[src/rtl/src_sched_if.sv]
// Handshake bundle between the source DMA / compute engine and src_sched.
// The slave modport is the scheduler's view; the master modport is the environment's.
interface src_sched_if #(
    parameter int unsigned WORDS = 16
);
    localparam int unsigned AW = $clog2(WORDS);

    logic          run;
    logic          src_valid;
    logic          src_last;
    logic          src_ready;
    logic          wr_bank;
    logic [AW-1:0] wr_addr;
    logic [1:0]    src_en;
    logic          p;
    logic [AW:0]   s_len;
    logic          s_init;
    logic          s_fin;
    logic          dst_ready;
    logic          s_fin_in;
    logic          done;
    logic [15:0]   commit_cnt;
    logic [15:0]   stall_cnt;

    modport slave (
        input  run, src_valid, src_last, s_fin, dst_ready,
        output src_ready, wr_bank, wr_addr, src_en, p, s_len, s_init, s_fin_in, done,
               commit_cnt, stall_cnt
    );

    modport master (
        output run, src_valid, src_last, s_fin, dst_ready,
        input  src_ready, wr_bank, wr_addr, src_en, p, s_len, s_init, s_fin_in, done,
               commit_cnt, stall_cnt
    );
endinterface

[src/rtl/src_sched.sv]
// Ping-pong source bank scheduler: fills two banks from a DMA stream and hands them to compute.
// Optional counters: define SRC_SCHED_STATS_EN to enable commit_cnt / stall_cnt.
module src_sched #(
    parameter int unsigned WORDS = 16
) (
    input logic        clk,
    input logic        rst,
    src_sched_if.slave bus
);
    localparam int unsigned AW = $clog2(WORDS);

    typedef enum logic [1:0] {StIdle, StBusy, StHold, StDone} state_e;

    state_e        state_q, state_d;
    logic          p_q, p_d;
    logic          wr_bank_q, wr_bank_d;
    logic [AW-1:0] wr_addr_q, wr_addr_d;
    logic [1:0]    src_en_q, src_en_d;
    logic [AW:0]   len_q [2];
    logic [AW:0]   len_d [2];
    logic          last_seen_q, last_seen_d;
    logic          last_bank_q, last_bank_d;
    logic          s_init_q, s_init_d;
    logic          accept, fill, commit;

    assign accept = bus.src_ready & bus.src_valid;
    assign fill   = accept & ((wr_addr_q == AW'(WORDS - 1)) | bus.src_last);
    // Gated by run so an abandoned job never reports a commit.
    assign commit = bus.run & bus.dst_ready &
                    (((state_q == StBusy) & bus.s_fin) | (state_q == StHold));

    always_comb begin
        state_d     = state_q;
        p_d         = p_q;
        wr_bank_d   = wr_bank_q;
        wr_addr_d   = wr_addr_q;
        src_en_d    = src_en_q;
        len_d       = len_q;
        last_seen_d = last_seen_q;
        last_bank_d = last_bank_q;
        s_init_d    = 1'b0;

        if (accept) begin
            wr_addr_d = wr_addr_q + AW'(1);
            if (bus.src_last) begin
                last_seen_d = 1'b1;
                last_bank_d = wr_bank_q;
            end
            if (fill) begin
                src_en_d[wr_bank_q] = 1'b1;
                len_d[wr_bank_q]    = (AW+1)'(wr_addr_q) + (AW+1)'(1);
                wr_bank_d           = ~wr_bank_q;
                wr_addr_d           = '0;
            end
        end

        unique case (state_q)
            StIdle: begin
                if (src_en_q[p_q]) begin
                    state_d  = StBusy;
                    s_init_d = 1'b1;
                end
            end
            StBusy: begin
                if (bus.s_fin & ~bus.dst_ready) state_d = StHold;
            end
            StHold: state_d = StHold;
            StDone: state_d = StDone;
            default: state_d = StIdle;
        endcase

        if (commit) begin
            src_en_d[p_q] = 1'b0;
            p_d           = ~p_q;
            // Look at src_en_d so a bank completing this very cycle starts without an idle gap.
            if (last_seen_q & (p_q == last_bank_q)) begin
                state_d = StDone;
            end else if (src_en_d[~p_q]) begin
                state_d  = StBusy;
                s_init_d = 1'b1;
            end else begin
                state_d = StIdle;
            end
        end
    end

    always_ff @(posedge clk or posedge rst) begin
        if (rst) begin
            state_q     <= StIdle;
            p_q         <= 1'b0;
            wr_bank_q   <= 1'b0;
            wr_addr_q   <= '0;
            src_en_q    <= 2'b00;
            len_q[0]    <= '0;
            len_q[1]    <= '0;
            last_seen_q <= 1'b0;
            last_bank_q <= 1'b0;
            s_init_q    <= 1'b0;
        end else if (!bus.run) begin
            state_q     <= StIdle;
            p_q         <= 1'b0;
            wr_bank_q   <= 1'b0;
            wr_addr_q   <= '0;
            src_en_q    <= 2'b00;
            len_q[0]    <= '0;
            len_q[1]    <= '0;
            last_seen_q <= 1'b0;
            last_bank_q <= 1'b0;
            s_init_q    <= 1'b0;
        end else begin
            state_q     <= state_d;
            p_q         <= p_d;
            wr_bank_q   <= wr_bank_d;
            wr_addr_q   <= wr_addr_d;
            src_en_q    <= src_en_d;
            len_q       <= len_d;
            last_seen_q <= last_seen_d;
            last_bank_q <= last_bank_d;
            s_init_q    <= s_init_d;
        end
    end

    assign bus.src_ready = bus.run & ~src_en_q[wr_bank_q] & ~last_seen_q;
    assign bus.wr_bank   = wr_bank_q;
    assign bus.wr_addr   = wr_addr_q;
    assign bus.src_en    = src_en_q;
    assign bus.p         = p_q;
    assign bus.s_len     = len_q[p_q];
    assign bus.s_init    = s_init_q;
    assign bus.s_fin_in  = commit;
    assign bus.done      = (state_q == StDone);

`ifdef SRC_SCHED_STATS_EN
    logic [15:0] commit_cnt_q, stall_cnt_q;

    always_ff @(posedge clk or posedge rst) begin
        if (rst) begin
            commit_cnt_q <= '0;
            stall_cnt_q  <= '0;
        end else if (!bus.run) begin
            commit_cnt_q <= '0;
            stall_cnt_q  <= '0;
        end else begin
            if (commit && (commit_cnt_q != 16'hFFFF)) commit_cnt_q <= commit_cnt_q + 16'd1;
            if ((state_q == StHold) && (stall_cnt_q != 16'hFFFF)) begin
                stall_cnt_q <= stall_cnt_q + 16'd1;
            end
        end
    end

    assign bus.commit_cnt = commit_cnt_q;
    assign bus.stall_cnt  = stall_cnt_q;
`else
    assign bus.commit_cnt = 16'd0;
    assign bus.stall_cnt  = 16'd0;
`endif
endmodule

[src/flat_wrapper.sv]
// flat-port wrapper written by rule: the top's interface ports become plain ports
module src_sched_flat 
#(
    parameter int unsigned WORDS = 16
)
  (clk, rst, bus_run, bus_src_valid, bus_src_last, bus_s_fin, bus_dst_ready, bus_src_ready, bus_wr_bank, bus_wr_addr, bus_src_en, bus_p, bus_s_len, bus_s_init, bus_s_fin_in, bus_done, bus_commit_cnt, bus_stall_cnt);
  src_sched_if #(.WORDS(WORDS)) bus_i ();
  input logic clk;
  input logic rst;
  input wire logic [$bits(bus_i.run)-1:0] bus_run;
  input wire logic [$bits(bus_i.src_valid)-1:0] bus_src_valid;
  input wire logic [$bits(bus_i.src_last)-1:0] bus_src_last;
  input wire logic [$bits(bus_i.s_fin)-1:0] bus_s_fin;
  input wire logic [$bits(bus_i.dst_ready)-1:0] bus_dst_ready;
  output wire logic [$bits(bus_i.src_ready)-1:0] bus_src_ready;
  output wire logic [$bits(bus_i.wr_bank)-1:0] bus_wr_bank;
  output wire logic [$bits(bus_i.wr_addr)-1:0] bus_wr_addr;
  output wire logic [$bits(bus_i.src_en)-1:0] bus_src_en;
  output wire logic [$bits(bus_i.p)-1:0] bus_p;
  output wire logic [$bits(bus_i.s_len)-1:0] bus_s_len;
  output wire logic [$bits(bus_i.s_init)-1:0] bus_s_init;
  output wire logic [$bits(bus_i.s_fin_in)-1:0] bus_s_fin_in;
  output wire logic [$bits(bus_i.done)-1:0] bus_done;
  output wire logic [$bits(bus_i.commit_cnt)-1:0] bus_commit_cnt;
  output wire logic [$bits(bus_i.stall_cnt)-1:0] bus_stall_cnt;
  assign bus_i.run = bus_run;
  assign bus_i.src_valid = bus_src_valid;
  assign bus_i.src_last = bus_src_last;
  assign bus_i.s_fin = bus_s_fin;
  assign bus_i.dst_ready = bus_dst_ready;
  assign bus_src_ready = bus_i.src_ready;
  assign bus_wr_bank = bus_i.wr_bank;
  assign bus_wr_addr = bus_i.wr_addr;
  assign bus_src_en = bus_i.src_en;
  assign bus_p = bus_i.p;
  assign bus_s_len = bus_i.s_len;
  assign bus_s_init = bus_i.s_init;
  assign bus_s_fin_in = bus_i.s_fin_in;
  assign bus_done = bus_i.done;
  assign bus_commit_cnt = bus_i.commit_cnt;
  assign bus_stall_cnt = bus_i.stall_cnt;
  src_sched #(.WORDS(WORDS)) u_core (.clk(clk), .rst(rst), .bus(bus_i));
endmodule
[config.mk]
export PLATFORM = sky130hd
export DESIGN_NAME = src_sched_flat
export DESIGN_NICKNAME = d
export VERILOG_FILES = /design/src/rtl/src_sched_if.sv /design/src/rtl/src_sched.sv /design/src/flat_wrapper.sv
export SDC_FILE = /design/constraint.sdc
export NUM_CORES = 1
export LEC_CHECK = 0
export CAP_MARGIN = 5
export CORE_UTILIZATION = 40
export DETAILED_ROUTE_END_ITERATION = 10
export GPL_ROUTABILITY_DRIVEN = 0
export PLACE_DENSITY = 0.83
export SLEW_MARGIN = 30
export SYNTH_ARGS = -nofsm -noshare
export SYNTH_HDL_FRONTEND = slang
export SYNTH_SLANG_ARGS = --single-unit
[constraint.sdc]
create_clock -name clk -period 1.6 [get_ports clk]
set_input_delay 0.32 -clock clk [delete_from_list [all_inputs] [get_ports clk]]
set_output_delay 0.32 -clock clk [all_outputs]
set_load 0.03 [all_outputs]
==> summary by stage, run 1 <==
Clock network
The H-tree depth is 1. The clock slew at the register clock pins of the worst setup and hold paths is 0.08 ns. In this run, CTS created clock tree buffers numbering 3. The buffer type at the clock tree root is sky130_fd_sc_hd__clkbuf_8. TritonCTS built the clock tree. The clock passes through at most 2 buffers. The clock latency on the worst-skew pair is 0.27 ns.

For this design, the sink count on the clock tree is 23. The number of hold buffers added after CTS was 0.

Timing
The timing-limited maximum frequency is 0.582 GHz. In the post-route analysis, the smallest setup slack over all paths is -0.118 ns. The number of pins with negative max-slew slack in the final report came to 0.

The count of final hold-check violations is 0. Clock skew on the completed layout was measured at 0.00235 ns. The total negative slack for setup checks is -0.288 ns. The post-route fraction of the period consumed by the critical path is 1.07.

The number of setup violations in the final report is 8. The smallest clock period supported by the final layout is computed as 1.72 ns. Setup repair after global routing could not meet its margin everywhere.

Worst setup path
The data required time at the worst endpoint is 1.28 ns. Data arrives at the worst endpoint at 1.40 ns. The standard cell with the maximum stage delay on the critical path is sky130_fd_sc_hd__dfrtp_2. STA classifies the critical path endpoint as a primary output. Traced cell by cell, the critical path runs through inv_2 > ha_2 > a21o_1 > and3_4 > buf_6.

STA classifies the critical path startpoint as a flip-flop. In this run the worst path has a maximum fanout of 3. The critical path is of the flip-flop to primary output type. On the worst path, the slowest cell contributes a delay of 0.42 ns.

Floorplanning
The die covers 4170 um2. The floorplan step set the die height to 64.6 um. The number of I/O pins is 56. The placement row count is 22. Measured along the x axis, the die boundary spans 64.6 um. The region available for standard cell placement spans 3720 um2.

For this configuration, the core starts out at a cell density of 0.421.

Final layout
The number of non-filler instances in the completed layout is 263. The layout has 320 filler cells. After the last flow step, the layout net total stands at 229. Across the whole layout, storage elements account for 584 um2. The final standard cell area without fillers is 2140 um2. The final antenna diode count is 0. From synthesis to final layout, the design area changed by 36.8%. The proportion of layout cells with a drive suffix above 1 is 0.358.

In the layout the commonest cells are 32 x sky130_fd_sc_hd__conb_1, 26 x sky130_fd_sc_hd__buf_4, 16 x sky130_fd_sc_hd__nand2_1, 16 x sky130_fd_sc_hd__dfrtp_1, 11 x sky130_fd_sc_hd__mux2i_1. Leaving out fill and tap cells, the most frequent cell in the layout is sky130_fd_sc_hd__conb_1. The multi-input combinational cells in the finished layout cover a total of 945 um2.

Power
Of the total power, the clock network draws 0.182. In this run the static leakage power is 1.01 nW. Of the total power, registers draw 0.334. Dividing total power by cell area gives a power density of 955 nW/um2.

The overall power consumption is 2.04 mW. Of the total power, the share spent switching nets is 0.389. The switching power is 0.795 mW.

Of the total power, combinational logic draws 0.484. Internal power comes to 1.25 mW. The worst-case vdd ir drop is 0.561 mV.

Yosys
After synthesis the netlist holds a flip-flop and latch count of 23. Synthesis handed over a netlist of 163 instances. After synthesis, the share of flip-flops with an asynchronous set or reset is 1.00.

The register area share after synthesis is 0.368. For this run, the number of Yosys warnings is 0. The number of distinct library cells after synthesis is 38. The post-synthesis instance area is 1570 um2. For this run, the leading register cell type out of synthesis is sky130_fd_sc_hd__dfrtp_1. The per-instance average area after synthesis is 9.60 um2. The synthesized design contains 0 enable-type register cells.

Placement
Once detailed placement completed, the half-perimeter wirelength came to 2210 um. The count of placed standard cells including taps is 245. In this run the tool buffered the top-level ports with 23 buffer cells. At the placement stage, the worst setup path has a slack of -0.227 ns.

The area of placed instances is 1860 um2.

Route
The via density per instance is 5.02. The first-iteration detailed-routing DRC count is 43. Wires add up to 3840 um. The count of nets left with antenna violations once routing finished came out at 0.

The routed length per instance is 14.6 um. The total number of vias is 1319. After detailed routing, the number of remaining DRC violations is 0. The first detailed-routing pass took 4 iterations.

Status
The final reports fail on setup timing. The flow ran to the end, but the final reports show violations.

GRT
The initial antenna violation count is 0. The first global-routing pass estimated 5290 um of wire. The number of global-route vias before repair is 1102. Global routing finished with a remaining overflow of 0. Entering global routing, the biggest net connects 24 pins.

The total routing usage reported by global routing is 0.166.

Flow run
Max-cap violations in this run came to 0.

Min path
In this run the worst hold path is classified as primary input to async pin.
## stage by stage
step                       util  hold slack, ns
after floorplan               -           0.322
after global placement    0.501           0.505
after detailed placement  0.501           0.512
after CTS                 0.540           0.406
after global routing      0.576           0.426
final                     0.576           0.393
## repair_timing
action,CTS,global route
pin swaps,3,9
gates cloned,0,0
setup buffers,9,7
resized for setup,54,22
setup endpoints to repair,16,17
## synth_stat cells, types with 2 or more instances
cell type	number	area, um2
sky130_fd_sc_hd__a21oi_1	8	40.0
sky130_fd_sc_hd__a221oi_1	2	17.5
sky130_fd_sc_hd__and2_1	3	18.8
sky130_fd_sc_hd__buf_2	2	10.0
sky130_fd_sc_hd__buf_4	32	240
sky130_fd_sc_hd__clkbuf_1	2	7.51
sky130_fd_sc_hd__dfrtp_1	23	576
sky130_fd_sc_hd__ha_1	6	75.1
sky130_fd_sc_hd__inv_1	10	37.5
sky130_fd_sc_hd__mux2_2	5	56.3
sky130_fd_sc_hd__mux2i_1	11	110
sky130_fd_sc_hd__nand2_1	16	60.1
sky130_fd_sc_hd__nand2b_1	3	18.8
sky130_fd_sc_hd__nand3_1	2	10.0
sky130_fd_sc_hd__nand4_1	3	18.8
sky130_fd_sc_hd__nor2_1	4	15.0
sky130_fd_sc_hd__o211ai_1	3	22.5
sky130_fd_sc_hd__o21ai_1	4	20.0
sky130_fd_sc_hd__or3_1	3	18.8
sky130_fd_sc_hd__xnor2_1	2	17.5
sky130_fd_sc_hd__xor2_1	2	17.5
## sequential cells by signal, indices dropped and copies added (netlist names)
register / flops
u_core.bus.src_en: 2
u_core.bus.p: 1
u_core.len_q: 10
u_core.state_q: 2
u_core.bus.wr_bank: 1
u_core.bus.s_init: 1
u_core.bus.wr_addr: 4
u_core.last_seen_q: 1
u_core.last_bank_q: 1
## layer usage
layer / part of all wire / wire [um] / GRT usage
met5: 0 / 0 / 0
met1: 0.40 / 1550 / 0.221
met2: 0.52 / 2010 / 0.263
met3: 0.058 / 224 / 0.0282
met4: 0.015 / 59 / 0.0722
## worst paths after layout
| path | to | cells after the start | start | slack (ns) |
|---|---|---|---|---|
| setup / recovery | bus_s_fin_in | 5 | u_core.state_q[0]$_DFFE_PP0P_ | -0.12 |
| hold / removal | u_core.len_q[0]$_DFFE_PP0P_ | 3 | rst | 0.39 |
| setup reg to reg | u_core.bus.wr_addr[2]$_DFFE_PP0P_ | 5 | u_core.bus.wr_bank$_DFFE_PP0P_ | -0.01 |
| hold reg to reg | u_core.len_q[0]$_DFFE_PP0P_ | 2 | u_core.len_q[0]$_DFFE_PP0P_ | 0.53 |
| max in group asynchronous | u_core.bus.src_en[1]$_DFF_PP0_ | 3 | rst | 0.96 |
| min in group clk | u_core.len_q[0]$_DFFE_PP0P_ | 2 | u_core.len_q[0]$_DFFE_PP0P_ | 0.53 |
## worst max-delay path, delay by kind of cell, from the launching register on
kind,cells,cell delay [ns]
compound gates,1,0.16
fa+ha+maj,1,0.18
buf+inv,2,0.18
flops,1,0.42
simple gates,1,0.18
## area by class of cell
class                   count  area share
clock buffers               4      0.0210
inverters                  10      0.0175
multi-input cells         125       0.441
flip-flops and latches     23       0.273
well taps                  48      0.0281
repair buffers             53       0.219
## power by group through the flow
stage                     Combinational, mW  Clock, mW  Sequential, mW
after floorplan                       0.529          0           0.695
after global placement                0.648          0           0.682
after detailed placement              0.658          0           0.683
after CTS                             0.778      0.380           0.672
after global routing                   1.05      0.407           0.690
final                                 0.988      0.373           0.682
## cells by family (layout without fill, tap and decap cells)
logic type               Yosys count  in the layout  synth area share
buffers and inverters             46             67             0.189
other                              1             32           0.00240
multiplexers                      17             17             0.115
AND/OR/NAND/NOR                   42             42             0.153
adder cells (fa/ha/maj)            6              6            0.0480
flip-flops                        23             23             0.368
XOR/XNOR                           4              4            0.0224
AO/OA/AOI/OAI                     24             24             0.102
Power figures use the tool's default switching activity.
==> inputs of run 2 (changes only) <==
- MAX_ROUTING_LAYER: unset -> met4
- SLEW_MARGIN: 30 -> unset
==> run 2 against run 1 <==
  * The run still ends with setup timing left
  * Cell area did not move
  * Clock skew up 0.0010 ns
  * Power increased by 0.16%
  * Setup slack got worse by 0.0024 ns
  * Final cell count did not move
  * First-iteration DRC count decreased by 16%
  * Sequential share of layout area unchanged
  * Via count is 0.53% higher
==> summary by stage, run 2 (synthesis gave the netlist of run 1 again) <==
Floorplanning
The die outline height came to 64.6 um (unchanged). The placement row count is 22 (unchanged). The core box area is 3720 um2 (unchanged). The number of I/O pins is 56 (unchanged). The horizontal die dimension is 64.6 um (unchanged). The die area is 4170 um2 (unchanged). The initial standard-cell utilization of the core is 0.421 (unchanged).

Power
The leakage component of the power came to 1.01 nW (unchanged). The power per cell area was 956 nW/um2 (was 955 nW/um2). The worst-case vdd ir drop was 0.561 mV (about the same).

The overall power consumption was 2.05 mW (was 2.04 mW).

Clock network
The clock sink count is 23 (unchanged). The H-tree depth is 1 (unchanged). The buffer type at the clock tree root is sky130_fd_sc_hd__clkbuf_8 (unchanged). The clock tree from TritonCTS is done (unchanged). The number of CTS-inserted buffers came to 3 (unchanged). The maximum clock insertion buffer count was 2 (unchanged). The clock slew at the register clock pins of the worst setup and hold paths is 0.08 ns (about the same). The clock latency on the worst-skew pair was 0.27 ns (about the same).

Final layout
The area taken by multi-input logic gates came to 945 um2 (unchanged). Commonest cells after routing, fill and taps aside: 32 x sky130_fd_sc_hd__conb_1, 26 x sky130_fd_sc_hd__buf_4, 16 x sky130_fd_sc_hd__nand2_1, 16 x sky130_fd_sc_hd__dfrtp_1, 11 x sky130_fd_sc_hd__mux2i_1 (unchanged). The net count reported at finish is 229 (unchanged). The proportion of layout cells with a drive suffix above 1 is 0.358 (unchanged). The register area is 584 um2 (unchanged). The register with the most flip-flops is u_core.len_q (unchanged).

The most common cell after layout, fill and taps aside is sky130_fd_sc_hd__conb_1 (unchanged). The final antenna diode count was 0 (unchanged). The final standard cell area without fillers is 2140 um2 (unchanged). The flip-flop count of the largest register, all copies and words added is 10 (unchanged). The final-layout fill cell count was 320 (unchanged). The synthesis-to-finish area growth is 36.8% (unchanged).

Timing
The post-route fraction of the period consumed by the critical path was 1.08 (was 1.07). The number of pins with negative max-slew slack in the final report is 0 (unchanged). RSZ-0062 raised after global routing: true (unchanged).

The final worst slack is -0.121 ns (was -0.118 ns). The number of setup violations in the final report came to 8 (unchanged). The final critical-path required period is 1.72 ns (about the same). The timing-limited maximum frequency is 0.581 GHz (was 0.582 GHz). The total negative slack for setup checks is -0.320 ns (was -0.288 ns). The setup clock skew after layout was 0.00339 ns (was 0.00235 ns).

The count of final hold-check violations is 0 (unchanged).

Route
The first-iteration detailed-routing DRC count came to 36 (was 43). The total iterations of the first detailed-routing run is 4 (unchanged). The total number of vias is 1326 (was 1319).

The detailed-route wire length is 3870 um (was 3840 um). The post-route antenna net violation count is 0 (unchanged). The remaining routing DRC violations came to 0 (unchanged). The routed length per instance is 14.7 um (was 14.6 um). The via density per instance is 5.04 (was 5.02).

Worst setup path
The path depth of the worst reg2reg path was 5 (unchanged). The endpoint of the lowest-slack register-to-register path is u_core.bus.wr_addr[2]$_DFFE_PP0P_ (unchanged). The category of the most critical setup path is flip-flop to primary output (unchanged). The kind of end point of the critical path is a primary output (unchanged). The largest fanout on the critical path was 3 (unchanged). The start of the worst register-to-register path is u_core.bus.wr_bank$_DFFE_PP0P_ (unchanged). The kind of start point of the critical path is a flip-flop (unchanged). The setup slack of the worst register-to-register path is -0.01 ns (about the same).

The data required time at the worst endpoint is 1.28 ns (about the same). The critical path data arrival time came to 1.40 ns (about the same).

Placement
The area of placed instances was 1860 um2 (unchanged). The estimated wirelength of the detail-placed design was 2210 um (unchanged). The worst slack after detailed placement came to -0.227 ns (unchanged).

The count of input and output buffers is 23 (unchanged).

GRT
The initial antenna violation count came to 0 (unchanged). The number of global-route vias before repair is 1104 (was 1102). The overflow left after global routing is 0 (unchanged). The total routing usage reported by global routing was 0.171 (was 0.166).

The global-route wire length before repair is 5290 um (unchanged). The largest net degree at the start of global routing was 24 (unchanged).

Status
Violations in the final reports: setup timing (unchanged). Run status: finished with violations (unchanged).

Flow run
The number of violations of the max-capacitance limit came to 0 (unchanged).

Min path
The worst min-delay path class was primary input to async pin (unchanged).
==> run 2: worst max path at each step <==
stage	from	to	slack, ns	cells past startpoint
after global routing	u_core.state_q[0]$_DFFE_PP0P_	bus_s_fin_in	-0.17	5
after floorplan	u_core.bus.wr_bank$_DFFE_PP0P_	u_core.bus.wr_addr[2]$_DFFE_PP0P_	0.002	4
after CTS	u_core.state_q[0]$_DFFE_PP0P_	bus_s_fin_in	-0.11	5
final	u_core.state_q[0]$_DFFE_PP0P_	bus_s_fin_in	-0.12	5
after detailed placement	bus_run	u_core.bus.wr_addr[2]$_DFFE_PP0P_	-0.23	5
after global placement	bus_run	u_core.bus.wr_addr[2]$_DFFE_PP0P_	-0.19	5
==> run 2: power breakdown <==
group,switching (mW),internal (mW),total (mW)
combinational,0.546,0.442,0.989
clock,0.197,0.179,0.375
sequential,0.0552,0.627,0.683
==> run 2: critical path, stage by stage, from the launching register on <==
cell and delay (ns):
sky130_fd_sc_hd__dfrtp_2 0.42, sky130_fd_sc_hd__inv_2 0.05, sky130_fd_sc_hd__ha_2 0.19, sky130_fd_sc_hd__a21o_1 0.17, sky130_fd_sc_hd__and3_4 0.18, sky130_fd_sc_hd__buf_6 0.13
==> run 2: timing repair <==
item / CTS / global route
setup endpoints to repair: 16 / 17
gates resized for setup: 54 / 22
hold buffers: 0 / 0
pin swaps: 3 / 9
buffers inserted: 9 / 7
==> run 2: area by class of cell <==
class	count	share of cell area
Multi-Input combinational cell	125	0.441
Sequential cell	23	0.273
Timing Repair Buffer	53	0.219
Tap cell	48	0.0281
Clock buffer	4	0.0210
Inverter	10	0.0175
==> run 2: through the flow <==
step / instances / hold WS [ns] / utilization
finish: 263 / 0.392 / 0.576
global route: 263 / 0.426 / 0.576
CTS: 258 / 0.406 / 0.540
detailed placement: 245 / 0.512 / 0.501
global placement: 245 / 0.505 / 0.501
floorplan: 194 / 0.322 / -
==> run 2: routing by layer <==
layer	track usage	part of all wire
met1	0.223	0.40
met2	0.262	0.53
met3	0.0282	0.054
met4	0.0722	0.0098
met5	-	0
